$ cat config.mk
export PLATFORM = sky130hd
export DESIGN_NAME = pll_hdmi_reconf
export DESIGN_NICKNAME = d
export VERILOG_FILES = /design/src/rtl/pll_hdmi_reconf.sv
export SDC_FILE = /design/constraint.sdc
export NUM_CORES = 1
export LEC_CHECK = 0
export CELL_PAD_IN_SITES_DETAIL_PLACEMENT = 0
export CELL_PAD_IN_SITES_GLOBAL_PLACEMENT = 2
export CORE_ASPECT_RATIO = 1.75
export CORE_UTILIZATION = 42
export CTS_BUF_LIST = sky130_fd_sc_hd__clkbuf_8
export CTS_CLUSTER_SIZE = 28
export DETAILED_ROUTE_END_ITERATION = 10
export DONT_BUFFER_PORTS = 1
export PLACE_DENSITY_LB_ADDON = 0.3
export SLEW_MARGIN = 15
export SYNTH_ARGS = -nofsm -noshare
export SYNTH_HDL_FRONTEND = slang
export SYNTH_SLANG_ARGS = --single-unit
$ cat constraint.sdc
create_clock -name clk -period 3.16 [get_ports clk]
set_input_delay 0.79 -clock clk [delete_from_list [all_inputs] [get_ports clk]]
set_output_delay 0.79 -clock clk [all_outputs]
set_load 0.03 [all_outputs]
$ cat src/rtl/pll_hdmi_reconf.sv
`default_nettype none
// ============================================================================
// Module   : pll_hdmi_reconf
// Function : Reprograms a video PLL through its dynamic port from a per-mode
//            {addr,data} ROM, verifies each write by readback, waits for lock.
// Revision : 1.0 - initial release
// ============================================================================
module pll_hdmi_reconf #(
    parameter int LOCK_TIMEOUT = 65535,
    parameter int RETRY_MAX    = 3
) (
    input  logic       clk,
    input  logic       reset,
    input  logic [1:0] mode,
    input  logic       start,
    input  logic       pll_lock,
    input  logic [7:0] mdrdo,
    output logic       pll_reset,
    output logic [1:0] mdopc,
    output logic       mdainc,
    output logic [7:0] mdwdi,
    output logic       busy,
    output logic       done,
    output logic       error,
    output logic [1:0] cur_mode
);

    localparam int LT_W = (LOCK_TIMEOUT < 1) ? 1 : $clog2(LOCK_TIMEOUT + 1);
    localparam int RT_W = (RETRY_MAX < 1) ? 1 : $clog2(RETRY_MAX + 1);
    localparam logic [LT_W-1:0] LT_MAX  = LT_W'(LOCK_TIMEOUT);
    localparam logic [LT_W-1:0] LT_LAST = LT_W'(LOCK_TIMEOUT - 1);
    localparam logic [RT_W-1:0] RT_MAX  = RT_W'(RETRY_MAX);

    localparam logic [1:0] OPC_NOP   = 2'b00;
    localparam logic [1:0] OPC_WRITE = 2'b01;
    localparam logic [1:0] OPC_READ  = 2'b10;
    localparam logic [1:0] OPC_ADDR  = 2'b11;

    typedef enum logic [3:0] {
        ST_IDLE       = 4'd0,
        ST_ASSERT_RST = 4'd1,
        ST_SET_ADDR   = 4'd2,
        ST_WRITE      = 4'd3,
        ST_READ       = 4'd4,
        ST_READ_WAIT  = 4'd5,
        ST_CHECK      = 4'd6,
        ST_RELEASE    = 4'd7,
        ST_WAIT_LOCK  = 4'd8,
        ST_ERROR      = 4'd9
    } state_t;

    // Returns {addr, data}; the working mode is never 3 (mapped on latch)
    function automatic logic [15:0] rom_entry(input logic [1:0] m, input logic [1:0] i);
        logic [15:0] e;
        case ({m, i})
            4'b00_00: e = {8'h00, 8'h01};
            4'b00_01: e = {8'h01, 8'h01};
            4'b00_10: e = {8'h02, 8'h0A};
            4'b00_11: e = {8'h03, 8'h02};
            4'b01_00: e = {8'h00, 8'h01};
            4'b01_01: e = {8'h01, 8'h01};
            4'b01_10: e = {8'h02, 8'h0C};
            4'b01_11: e = {8'h03, 8'h02};
            4'b10_00: e = {8'h00, 8'h02};
            4'b10_01: e = {8'h01, 8'h01};
            4'b10_10: e = {8'h02, 8'h0E};
            4'b10_11: e = {8'h03, 8'h02};
            default:  e = 16'h0000;
        endcase
        return e;
    endfunction

    state_t          state, state_n;
    logic [1:0]      cnt, cnt_n;
    logic [1:0]      idx, idx_n;
    logic            rd_phase, rd_phase_n;
    logic [RT_W-1:0] retry, retry_n;
    logic [LT_W-1:0] lock_cnt, lock_cnt_n;
    logic [1:0]      work_mode, work_mode_n;
    logic [1:0]      cur_mode_n;
    logic            error_n, done_n, busy_n, pll_reset_n;
    logic [1:0]      mdopc_n;
    logic [7:0]      mdwdi_n;
    logic            retry_path;
    logic            trigger;
    logic [1:0]      mode_eff;
    logic [15:0]     cur_entry, nxt_entry;
    logic            lock_meta, lock_sync;

    always_ff @(posedge clk or posedge reset) begin
        if (reset) begin
            lock_meta <= 1'b0;
            lock_sync <= 1'b0;
        end else begin
            lock_meta <= pll_lock;
            lock_sync <= lock_meta;
        end
    end

    assign mode_eff  = (mode == 2'd3) ? 2'd0 : mode;
    assign trigger   = start || (mode_eff != cur_mode);
    assign cur_entry = rom_entry(work_mode, idx);
    assign mdainc    = 1'b0;

    always_comb begin
        state_n     = state;
        cnt_n       = cnt;
        idx_n       = idx;
        rd_phase_n  = rd_phase;
        retry_n     = retry;
        lock_cnt_n  = lock_cnt;
        work_mode_n = work_mode;
        cur_mode_n  = cur_mode;
        error_n     = error;
        done_n      = 1'b0;
        retry_path  = 1'b0;

        case (state)
            ST_IDLE, ST_ERROR: begin
                if (trigger) begin
                    state_n     = ST_ASSERT_RST;
                    work_mode_n = mode_eff;
                    retry_n     = '0;
                    cnt_n       = '0;
                    error_n     = 1'b0;
                end
            end
            ST_ASSERT_RST: begin
                if (cnt == 2'd3) begin
                    state_n    = ST_SET_ADDR;
                    cnt_n      = '0;
                    idx_n      = '0;
                    rd_phase_n = 1'b0;
                end else begin
                    cnt_n = cnt + 2'd1;
                end
            end
            ST_SET_ADDR: state_n = rd_phase ? ST_READ : ST_WRITE;
            ST_WRITE: begin
                state_n    = ST_SET_ADDR;
                rd_phase_n = 1'b1;
            end
            ST_READ: begin
                state_n = ST_READ_WAIT;
                cnt_n   = '0;
            end
            ST_READ_WAIT: begin
                if (cnt == 2'd1) state_n = ST_CHECK;
                else             cnt_n   = cnt + 2'd1;
            end
            ST_CHECK: begin
                if (mdrdo != cur_entry[7:0]) begin
                    retry_path = 1'b1;
                end else if (idx == 2'd3) begin
                    state_n = ST_RELEASE;
                end else begin
                    idx_n      = idx + 2'd1;
                    rd_phase_n = 1'b0;
                    state_n    = ST_SET_ADDR;
                end
            end
            ST_RELEASE: begin
                lock_cnt_n = '0;
                state_n    = ST_WAIT_LOCK;
            end
            ST_WAIT_LOCK: begin
                if (lock_sync) begin
                    done_n     = 1'b1;
                    cur_mode_n = work_mode;
                    state_n    = ST_IDLE;
                end else if (lock_cnt >= LT_LAST) begin
                    retry_path = 1'b1;
                end else if (lock_cnt != LT_MAX) begin
                    lock_cnt_n = lock_cnt + 1'b1;
                end
            end
            default: state_n = ST_ASSERT_RST;
        endcase

        if (retry_path) begin
            if (retry < RT_MAX) begin
                retry_n = retry + 1'b1;
                cnt_n   = '0;
                state_n = ST_ASSERT_RST;
            end else begin
                error_n = 1'b1;
                state_n = ST_ERROR;
            end
        end
    end

    // Port outputs are registered from the next state so the PLL sees clean levels
    assign nxt_entry = rom_entry(work_mode_n, idx_n);

    always_comb begin
        pll_reset_n = 1'b0;
        busy_n      = 1'b1;
        mdopc_n     = OPC_NOP;
        mdwdi_n     = 8'h00;
        case (state_n)
            ST_IDLE, ST_ERROR: busy_n = 1'b0;
            ST_RELEASE, ST_WAIT_LOCK: pll_reset_n = 1'b0;
            ST_SET_ADDR: begin
                pll_reset_n = 1'b1;
                mdopc_n     = OPC_ADDR;
                mdwdi_n     = nxt_entry[15:8];
            end
            ST_WRITE: begin
                pll_reset_n = 1'b1;
                mdopc_n     = OPC_WRITE;
                mdwdi_n     = nxt_entry[7:0];
            end
            ST_READ: begin
                pll_reset_n = 1'b1;
                mdopc_n     = OPC_READ;
            end
            default: pll_reset_n = 1'b1;
        endcase
    end

    always_ff @(posedge clk or posedge reset) begin
        if (reset) begin
            state     <= ST_ASSERT_RST;
            cnt       <= '0;
            idx       <= '0;
            rd_phase  <= 1'b0;
            retry     <= '0;
            lock_cnt  <= '0;
            work_mode <= 2'd0;
            cur_mode  <= 2'd0;
            error     <= 1'b0;
            done      <= 1'b0;
            busy      <= 1'b1;
            pll_reset <= 1'b1;
            mdopc     <= OPC_NOP;
            mdwdi     <= 8'h00;
        end else begin
            state     <= state_n;
            cnt       <= cnt_n;
            idx       <= idx_n;
            rd_phase  <= rd_phase_n;
            retry     <= retry_n;
            lock_cnt  <= lock_cnt_n;
            work_mode <= work_mode_n;
            cur_mode  <= cur_mode_n;
            error     <= error_n;
            done      <= done_n;
            busy      <= busy_n;
            pll_reset <= pll_reset_n;
            mdopc     <= mdopc_n;
            mdwdi     <= mdwdi_n;
        end
    end

endmodule
`default_nettype wire

==> flow_summary.json <==
{
  "syn_inst": 258,
  "critPathArrivalTime_ps": 3010,
  "dr.max_layer_used": "met4",
  "core_um2": 5830,
  "first_pass_iters": 4,
  "yosysUniqueCellTypes": 65,
  "p_int_uw": 1250,
  "ctsRootBufferMaster": "clkbuf_8",
  "cellPowerDensity_nw_per_um2": 740,
  "gp_congestion": 0.784,
  "clock_sinks": 43,
  "p_sw_share_pct": 37.6,
  "wl_per_cell_um": 16.2,
  "post-cts-setup-buffers": 0,
  "max_slew_margin_pct": 37.2,
  "dp_worst_setup_slack_ps": 165,
  "clkPwrFrac_pct": 25.7,
  "num_rows": 37,
  "synth_area_um2": 2530,
  "drc_errors": 0,
  "cp_max_fo": 7,
  "grt_max_degree": 27,
  "met2_length_um": 3110,
  "synth_top_area_share_pct": 39.6,
  "finalWirelength_um": 5490,
  "fin_crit_sh_pct": 87.5,
  "initial_core_util_pct": 43.4,
  "cp-end-kind": "flip-flop",
  "maxCapViolCount": 0,
  "seq_power_share_pct": 41.8,
  "layout_setup_ws_ps": 394,
  "worstSetupPathType": "flip-flop to flip-flop",
  "start_kind": "flip-flop",
  "overflow": 0,
  "cts_buffer_depth": 2,
  "ys.flop_type": "dfrtp_1",
  "clkLatencyLatePin_ps": 310,
  "die_area_um2": 6350,
  "fmax_mhz": 362,
  "async_reset_ff_share_pct": 100,
  "p_comb_share_pct": 32.4,
  "worstMarginPinSlew_ps": 937,
  "slew_viol_final": 0,
  "status": "finished clean",
  "worstPathRequired_ps": 3400,
  "area_growth_syn_to_layout_pct": 7.08,
  "path_clk_slew_ps": 90,
  "fin_skew_ps": 6.58,
  "via_count": 1843,
  "hold_class": "flip-flop to flip-flop",
  "synthTopCellsByArea": "dfrtp_1 (40%), nor2_1 (4.0%), xor2_1 (3.8%), dfstp_2 (3.1%), ha_1 (3.0%)",
  "syn-mean-instance-area_um2": 9.80,
  "port_buffers": 0,
  "antenna_left": 0,
  "drtIter0Drc": 66,
  "die_y_um": 105,
  "finalSetupViolCount": 0,
  "wl_met1_um": 2100,
  "power.leakage_uw": 0.00119,
  "yosysSeqAreaShare_pct": 42.7,
  "cts-buffers-inserted": 5,
  "io_pins": 31,
  "htreeDepth": 2,
  "setup_tns_ps": 0,
  "die_x_um": 60.7,
  "whs_ps": 369,
  "dp_hpwl_um": 4240,
  "track_usage_pct": 19.7,
  "vdd_drop_max_v": 0.000383,
  "antenna_found_initial": 0,
  "power.switching_uw": 754,
  "synth_enable_flop_cells": 0,
  "n_antenna_cell": 0,
  "vias_per_cell": 5.44,
  "cts_tree": "done",
  "grt_pass1_vias": 1869,
  "finalHoldViolCount": 0,
  "grt_pass1_wl_um": 9050,
  "wl_met3_um": 136,
  "synth_seq_cells": 43,
  "cts_resized": 0,
  "drive_above_1_share_pct": 14.6,
  "holdBufCountCts": 0,
  "final.min_clock_period_ps": 2770,
  "synth_top_area_cell": "dfrtp_1",
  "nNetsFinal": 280,
  "yosysWarnings": 0,
  "rsz0062_at_grt": "false"
}
[Yosys cell counts (2+ instances only)]
cell       n
o21a_1     4
a21oi_1   12
and3_1     3
dfstp_2    3
or3_1      4
nand4_1    6
nor3_2     2
nand3_1    7
dfrtp_1   40
nor2_1    27
nand2_1   13
o211ai_1   3
nor4bb_1   2
nand2b_1   5
mux2_2     4
and2_1     6
clkbuf_1   3
inv_2      2
a31oi_1    2
buf_4      8
or4b_1     2
o21ai_0    9
mux2i_2    2
ha_1       6
inv_1     18
nor4_1     3
xor2_1    11
nor2b_1    6
nand3b_1   3
buf_6      2
nor3_1     2
nor3b_1    2
xnor2_1    4
[layout make-up]
| cell class | count | area (um^2) |
|---|---|---|
| clock inverter | 3 | 67.6 |
| timing repair buffer | 5 | 37.5 |
| tap | 78 | 97.6 |
| fill | 602 | 3130 |
| multi-input combinational | 185 | 1280 |
| sequential | 43 | 1080 |
| clock buffer | 5 | 68.8 |
| inverter | 20 | 75.1 |
[registers in the layout (all words and copies together) (netlist names)]
| register | cells |
|---|---|
| lock_cnt | 16 |
| mdwdi | 4 |
| state | 4 |
| cnt | 2 |
| cur_mode | 2 |
| idx | 2 |
| mdopc | 2 |
| retry | 2 |
| work_mode | 2 |
| busy | 1 |
| done | 1 |
| error | 1 |
| lock_meta | 1 |
| lock_sync | 1 |
| pll_reset | 1 |
| rd_phase | 1 |
[layer usage]
layer	vias up	track usage, %
li1	898	-
met1	914	21.1
met2	22	34.6
met3	9	3.96
met4	0	9.90
met5	-	0
[cells in the final DEF (no fill, tap or decap), types with 3 or more instances in the layout]
cell	n
nor2b_1	6
o21a_1	4
o211ai_1	3
buf_4	5
nand3b_1	3
and2_1	6
nand2b_1	5
nor4_1	3
inv_1	17
or3_1	4
dfrtp_1	40
nand4_1	6
and3_1	3
clkbuf_8	5
mux2_2	4
o21ai_0	9
conb_1	5
dfstp_2	3
nor2_1	27
xor2_1	11
xnor2_1	4
ha_1	6
a21oi_1	12
nand2_1	13
nand3_1	7
[worst max-delay path: stages (launching register included)]
cell and delay [ps]:
dfrtp_1 580, nor4bb_1 390, a211oi_2 90, nor2_1 160, or4_1 350, o311ai_0 350, or4b_1 580, a21oi_1 160
nor2_1 50
[kinds of logic after synthesis]
group	share of synthesized area [%]
buf+inv	7.22
simple gates	23.5
other cells	0.148
mux	3.27
compound gates	14.6
flops	42.7
xor+xnor	5.20
fa+ha+maj	3.41
[final timing paths]
check	start	to	slack [ps]	cells past startpoint
setup / recovery	cur_mode[1]$_DFFE_PP0P_	pll_reset$_DFF_PP1_	390	8
hold / removal	lock_meta$_DFF_PP0_	lock_sync$_DFF_PP0_	370	0
setup reg to reg	cur_mode[1]$_DFFE_PP0P_	pll_reset$_DFF_PP1_	390	8
hold reg to reg	lock_meta$_DFF_PP0_	lock_sync$_DFF_PP0_	370	0
max in group asynchronous	reset	lock_cnt[15]$_DFFE_PP0P_	2010	2
min in group asynchronous	reset	idx[0]$_DFF_PP0_	460	1
[power groups by stage]
stage | clock network, uW | registers [uW] | logic [uW]
after detailed placement | 0 | 852 | 661
after global placement | 0 | 852 | 653
after CTS | 535 | 840 | 664
after floorplan | 0 | 773 | 612
final | 516 | 839 | 650
after global routing | 554 | 860 | 721
[stage by stage]
| stage | utilization [%] | area (um^2) | std cells | power, uW |
|---|---|---|---|---|
| after floorplan | - | 2540 | 262 | 1380 |
| after global placement | 44.1 | 2570 | 331 | 1500 |
| after detailed placement | 44.1 | 2570 | 331 | 1510 |
| after CTS | 46.4 | 2710 | 339 | 2040 |
| after global routing | 46.4 | 2710 | 339 | 2130 |
| final | 46.4 | 2710 | 339 | 2000 |
No activity file was read; power rests on OpenSTA's default activity.
